===== src/rtl/acs_unit_param.sv =====
// Parametrised add-compare-select array for a Viterbi decoder with saturating
// add, renormalisation, frame clear and a registered, warm-up-qualified best-state search.
module acs_unit_param #(
    parameter int K      = 3,
    parameter int BM_W   = 2,
    parameter int PM_W   = 6,
    parameter int WARMUP = 8
) (
    input  logic                          clk,
    input  logic                          rst,
    input  logic                          i_clear,
    input  logic                          i_valid,
    input  logic [(2**K)*BM_W-1:0]        i_bm,
    output logic                          o_valid,
    output logic [2**(K-1)-1:0]           o_dec,
    output logic [(2**(K-1))*PM_W-1:0]    o_pm,
    output logic                          o_best_valid,
    output logic [K-2:0]                  o_best_st,
    output logic [PM_W-1:0]               o_best_pm
);

    localparam int SW     = K - 1;
    localparam int NUM_ST = 1 << SW;
    localparam int NUM_T  = 2 * NUM_ST;
    localparam int CNT_W  = (WARMUP < 1) ? 1 : $clog2(WARMUP + 1);

    typedef logic [PM_W-1:0] pm_t;
    typedef logic [BM_W-1:0] bm_t;

    localparam pm_t              INIT_PM  = pm_t'(2 ** (PM_W - 2));
    localparam logic [CNT_W-1:0] CNT_FULL = CNT_W'(WARMUP);

    pm_t              pm_q [NUM_ST];
    pm_t              pm_d [NUM_ST];
    logic [NUM_ST-1:0] dec_q, dec_d;
    logic             valid_q, valid_d;
    logic [CNT_W-1:0] cnt_q, cnt_d;
    logic [SW-1:0]    best_st_q, best_st_d;
    pm_t              best_pm_q, best_pm_d;
    logic             best_valid_q, best_valid_d;

    bm_t              bm_arr [NUM_T];
    pm_t              acs_pm [NUM_ST];
    logic [NUM_ST-1:0] acs_dec;
    logic             acs_renorm;
    logic [SW-1:0]    srch_st;
    pm_t              srch_pm;

    function automatic pm_t sat_add(input pm_t a, input bm_t b);
        logic [PM_W:0] s;
        s = {1'b0, a} + (PM_W + 1)'(b);
        return s[PM_W] ? {PM_W{1'b1}} : s[PM_W-1:0];
    endfunction

    always_comb begin
        for (int t = 0; t < NUM_T; t++) begin
            bm_arr[t] = i_bm[t*BM_W +: BM_W];
        end
    end

    // Predecessors of n are {n[SW-2:0], x}; the branch taken into n carries input bit n[SW-1].
    always_comb begin
        logic [SW-1:0] st;
        logic [SW:0]   pp0, pp1;
        logic [SW-1:0] p0, p1;
        pm_t           c0, c1;
        acs_renorm = 1'b1;
        acs_dec    = '0;
        for (int n = 0; n < NUM_ST; n++) begin
            st  = SW'(n);
            pp0 = {st, 1'b0};
            pp1 = {st, 1'b1};
            p0  = pp0[SW-1:0];
            p1  = pp1[SW-1:0];
            c0  = sat_add(pm_q[p0], bm_arr[{p0, st[SW-1]}]);
            c1  = sat_add(pm_q[p1], bm_arr[{p1, st[SW-1]}]);
            if (c1 < c0) begin
                acs_pm[n]  = c1;
                acs_dec[n] = 1'b1;
            end else begin
                acs_pm[n]  = c0;
            end
            acs_renorm = acs_renorm & acs_pm[n][PM_W-1];
        end
        if (acs_renorm) begin
            for (int n = 0; n < NUM_ST; n++) begin
                acs_pm[n][PM_W-1] = 1'b0;
            end
        end
    end

    // Strict less-than keeps the lowest index on ties.
    always_comb begin
        srch_st = '0;
        srch_pm = pm_q[0];
        for (int n = 1; n < NUM_ST; n++) begin
            if (pm_q[n] < srch_pm) begin
                srch_pm = pm_q[n];
                srch_st = SW'(n);
            end
        end
    end

    // NOTE: every _d gets a default before any branch so no latch can be inferred.
    always_comb begin
        pm_d         = pm_q;
        dec_d        = dec_q;
        valid_d      = 1'b0;
        cnt_d        = cnt_q;
        best_st_d    = best_st_q;
        best_pm_d    = best_pm_q;
        best_valid_d = 1'b0;
        if (i_clear) begin
            for (int n = 0; n < NUM_ST; n++) begin
                pm_d[n] = (n == 0) ? '0 : INIT_PM;
            end
            dec_d     = '0;
            cnt_d     = '0;
            best_st_d = '0;
            best_pm_d = '0;
        end else begin
            if (i_valid) begin
                pm_d    = acs_pm;
                dec_d   = acs_dec;
                valid_d = 1'b1;
                if (cnt_q != CNT_FULL) begin
                    cnt_d = cnt_q + CNT_W'(1);
                end
            end
            if (valid_q) begin
                best_st_d    = srch_st;
                best_pm_d    = srch_pm;
                best_valid_d = (cnt_q == CNT_FULL);
            end
        end
    end

    // NOTE: the metric array is a small register file, so it is reset like any other state.
    always_ff @(posedge clk or negedge rst) begin
        if (!rst) begin
            for (int n = 0; n < NUM_ST; n++) begin
                pm_q[n] <= (n == 0) ? '0 : INIT_PM;
            end
            dec_q        <= '0;
            valid_q      <= 1'b0;
            cnt_q        <= '0;
            best_st_q    <= '0;
            best_pm_q    <= '0;
            best_valid_q <= 1'b0;
        end else begin
            pm_q         <= pm_d;
            dec_q        <= dec_d;
            valid_q      <= valid_d;
            cnt_q        <= cnt_d;
            best_st_q    <= best_st_d;
            best_pm_q    <= best_pm_d;
            best_valid_q <= best_valid_d;
        end
    end

    always_comb begin
        for (int n = 0; n < NUM_ST; n++) begin
            o_pm[n*PM_W +: PM_W] = pm_q[n];
        end
    end

    assign o_valid      = valid_q;
    assign o_dec        = dec_q;
    assign o_best_valid = best_valid_q;
    assign o_best_st    = best_st_q;
    assign o_best_pm    = best_pm_q;

endmodule

===== config.mk =====
export PLATFORM = sky130hd
export DESIGN_NAME = acs_unit_param
export DESIGN_NICKNAME = d
export VERILOG_FILES = /design/src/rtl/acs_unit_param.sv
export SDC_FILE = /design/constraint.sdc
export NUM_CORES = 1
export LEC_CHECK = 0
export CAP_MARGIN = 20
export CELL_PAD_IN_SITES_DETAIL_PLACEMENT = 1
export CELL_PAD_IN_SITES_GLOBAL_PLACEMENT = 2
export CORE_MARGIN = 5
export CORE_UTILIZATION = 34
export DETAILED_ROUTE_END_ITERATION = 8
export PLACE_DENSITY_LB_ADDON = 0.1
export SETUP_SLACK_MARGIN = 0.15
export SLEW_MARGIN = 20
export SYNTH_ARGS = -nofsm -noshare
export SYNTH_HDL_FRONTEND = slang
export SYNTH_SLANG_ARGS = --single-unit

===== constraint.sdc =====
create_clock -name clk -period 6.85 [get_ports clk]
set_clock_uncertainty 0.2 [all_clocks]
set_input_delay 1.0275 -clock clk [delete_from_list [all_inputs] [get_ports clk]]
set_output_delay 1.0275 -clock clk [all_outputs]
set_load 0.02 [all_outputs]

==> results by group <==
Timing
  – RSZ-0062 raised after global routing: false
  – Final min period: ~5.6 ns
  – Slew @ Worst Pin: about 0.98 ns
  – # setup viols final: 0
  – Relative slew slack: 0.346
  – Final Max Slew Viols: 0
  – Hold Violations, Final: 0
  – Final worst slack: between 1 and 1.5 ns
  – TNS Setup: 0 ns
  – Final period util: 0.816
  – Max Freq: between 150 and 200 MHz

Clocking
  – Clock Tree Root: clkbuf_16
  – Worst-Skew Late Latency: ~0.3 ns
  – CTS tree: yes
  – Number of clock sinks: 42
  – Clock slew at reported path FFs: 0.08 ns
  – Max clock buf depth: 2
  – Hold buffers post-CTS: 0
  – Post-CTS Setup Inserts: 0
  – CTS HTree Levels: 2
  – Post-cts sizing count: 0
  – TritonCTS buffer count: 5

Worst setup path
  – Critical Path Fanout Max: 11
  – CP Cell Sequence: inv_1 -> ha_1 -> nand4_1 -> o21ai_2 -> mux2i_1 -> ha_1 -> a21o_1 -> a21o_1 -> a21o_1 -> or3_4 -> o21a_1 -> o21ai_0 -> ha_1 -> a21o_1 -> a21o_1 -> nor2_1 -> o311a_4 -> a21o_4 -> nand2_1 -> a311oi_2
  – Crit-path slowest cell: dfrtp_1
  – Critical Path RT: between 6 and 7 ns
  – Crit start category: flip-flop
  – Slowest stage delay, CP: 0.55 ns
  – Worst path arrival time: ~5.6 ns
  – Crit end category: flip-flop
  – Most used cell, CP: a21o_1
  – Crit Path Class: flip-flop to flip-flop

Power and ir drop
  – Pwr dens: roughly 340 nW/µm²
  – VDD IR-drop max: 0.136 mV
  – Lkg Pwr: 2.27 nW

Routing
  – Remaining antenna violation count: 0
  – Initial drt markers: about 210
  – Drt pass-1 iters: 4
  – DRC: 0
  – Post-Route WL: roughly 14000 µm
  – Via count: between 4000 and 5000
  – Drt via density: about 5.4
  – Routed len/inst: 19.0 µm

Flow run
  – # Max-Cap Violations: 0

Floorplan
  – I/O Pins: between 50 and 60
  – Die Span X: ~130 µm
  – Site Rows: 42
  – Starting Density: 0.345
  – Core ar.: approximately 13000 µm²
  – Chip height: 126 µm
  – Die Area: 15800 µm²

Synthesis
  – Post-Synthesis Cells: 540
  – FF+latch count, synth: 42
  – Asr flop ratio synth: 1.00
  – Number of synthesized flops with an enable pin: 0
  – Post-synth design cell area: ~4600 µm²
  – Syn avg cell area: approximately 8.4 µm²
  – Syn_nets: 621
  – Synth area leaders: dfrtp_1 (21%), ha_1 (15%), nor2_1 (5.2%), mux2i_1 (4.4%), inv_1 (3.5%)
  – Ys flop type: dfrtp_1
  – Unique masters post-synth: 70
  – Syn. warnings: 0
  – Seq/Total Area, Yosys: 0.232
  – Top-area cell type share of the netlist area: 0.214
  – Post-synth top area cell: dfrtp_1

Finish
  – Fillers: ~1600
  – Layout area overhead: 18.1%
  – # diodes: 0
  – Layout Utilization: 0.408
  – Share of cells above drive strength 1: 0.107
  – Layout Cells excl Fill: approximately 750
  – Fin nets: 657

Run status
  – Outcome: finished, final reports clean

Placed design
  – Post-place setup slack: between 1 and 1.5 ns
  – RePlAce Congestion: between 0.7 and 0.8
  – Cells after DPL: 744
  – Port bufs: 57
  – Detailed placement HPWL: 10900 µm

Global routing
  – Vias in the first global route: 4343
  – Global-route wire length before repair: roughly 24000 µm
  – All-Layer GR Usage: 0.183
  – Gr ovfl total: 0
  – Largest net degree at the start of global routing: 44
  – Initial antenna violation count: 0

Worst hold path
  – Worst hold path class: flip-flop to flip-flop
[cells by family after synthesis]
group                      count (synthesis)  synth area share
and+or+nand+nor                          176             0.185
AOI/OAI and AO/OA                        154             0.256
buffers and inverters                     73            0.0671
adders and majority gates                 61             0.181
DFF                                       42             0.232
muxes                                     32            0.0750
xor gates and xnor gates                   2           0.00385
[final timing paths]
| check | depth (start not counted) | slack [ns] | end | from |
|---|---|---|---|---|
| worst max-delay path | 20 | 1.26 | o_best_pm[2] | o_pm[5] |
| worst min-delay path | 2 | 0.33 | o_dec[1] | o_dec[1] |
| worst max register to register | 20 | 1.26 | o_best_pm[2] | o_pm[5] |
| worst min register to register | 2 | 0.33 | o_dec[1] | o_dec[1] |
| max in group asynchronous | 1 | 5.49 | o_pm[21] | rst |
| min in group asynchronous | 1 | 0.54 | o_pm[1] | rst |
[cells in the mapped netlist, types with 7 or more instances]
cell type	count
nor2b_1	14
a21o_1	7
nand2b_1	7
nor3_1	7
o21a_1	10
inv_1	43
clkbuf_1	13
a211oi_1	8
o21ai_0	30
nor2_1	63
buf_2	13
ha_1	53
nand2_1	42
dfrtp_1	39
mux2_2	10
o211ai_1	7
a21oi_1	29
a31oi_1	10
fa_1	8
nand3_1	16
mux2i_1	20
[report_power, final]
group | total (mW) | internal (mW) | leakage [nW] | switching [mW]
sequential | 0.380 | 0.289 | 0.550 | 0.0912
clock | 0.287 | 0.173 | 0.0842 | 0.114
combinational | 1.14 | 0.478 | 1.63 | 0.657
[placed cells by master, fill, tap and decap left out, types with 3 or more instances in the layout]
master	instances
nor2b_1	14
and2_1	3
o211ai_1	7
a21o_1	7
a211oi_1	8
o31ai_1	5
a311oi_2	5
dfstp_2	3
a21oi_1	29
fa_1	8
o31a_1	5
nand2_1	42
clkbuf_16	5
a31oi_1	10
mux2i_1	20
or2_2	5
o211ai_2	4
o21a_1	10
or3_1	4
mux2_2	10
dfrtp_1	39
clkdlybuf4s50_1	55
o21ai_0	30
a211o_1	4
o21ai_1	5
nand3_1	16
ha_1	53
nor3_1	7
nor2_1	63
nand2b_1	7
inv_1	43
[per-stage QoR]
stage | hold slack [ns] | power (mW) | cell area, µm²
after global placement | 0.307 | 1.49 | 5200
after floorplan | 0.271 | 1.20 | 4550
after CTS | 0.332 | 1.81 | 5370
after global routing | 0.366 | 1.96 | 5380
after detailed placement | 0.318 | 1.52 | 5200
final | 0.334 | 1.80 | 5380
[sequential cells by signal (all words and copies together), names as in the netlist]
signal / cells
o_best_pm: 6
o_dec: 4
o_best_valid: 1
cnt_q: 4
o_best_st: 2
o_valid: 1
o_pm: 24
[layer usage]
layer	vias up	GRT usage	part of all wire
li1	2001	-	-
met1	2030	0.251	0.49
met2	47	0.314	0.48
met3	6	0.0233	0.024
met4	0	0.0249	0.0067
met5	-	0	0
[layout make-up]
| type | instances | area (µm²) | area share |
|---|---|---|---|
| clock buffer | 5 | 125 | 0.0233 |
| clock inverter | 3 | 43.8 | 0.00815 |
| inverter | 43 | 161 | 0.0300 |
| multi-input combinational | 425 | 3190 | 0.594 |
| sequential | 42 | 1050 | 0.196 |
| tap | 176 | 220 | 0.0410 |
| timing repair buffer | 59 | 578 | 0.108 |
[worst max-delay path, delay by kind of cell (launching register included)]
family | cells | cell delay [ns]
DFF | 1 | 0.55
and+or+nand+nor | 4 | 0.77
AOI/OAI and AO/OA | 11 | 2.61
buffers and inverters | 1 | 0.15
adders and majority gates | 3 | 0.91
muxes | 1 | 0.32
No activity file was read; power rests on OpenSTA's default activity.
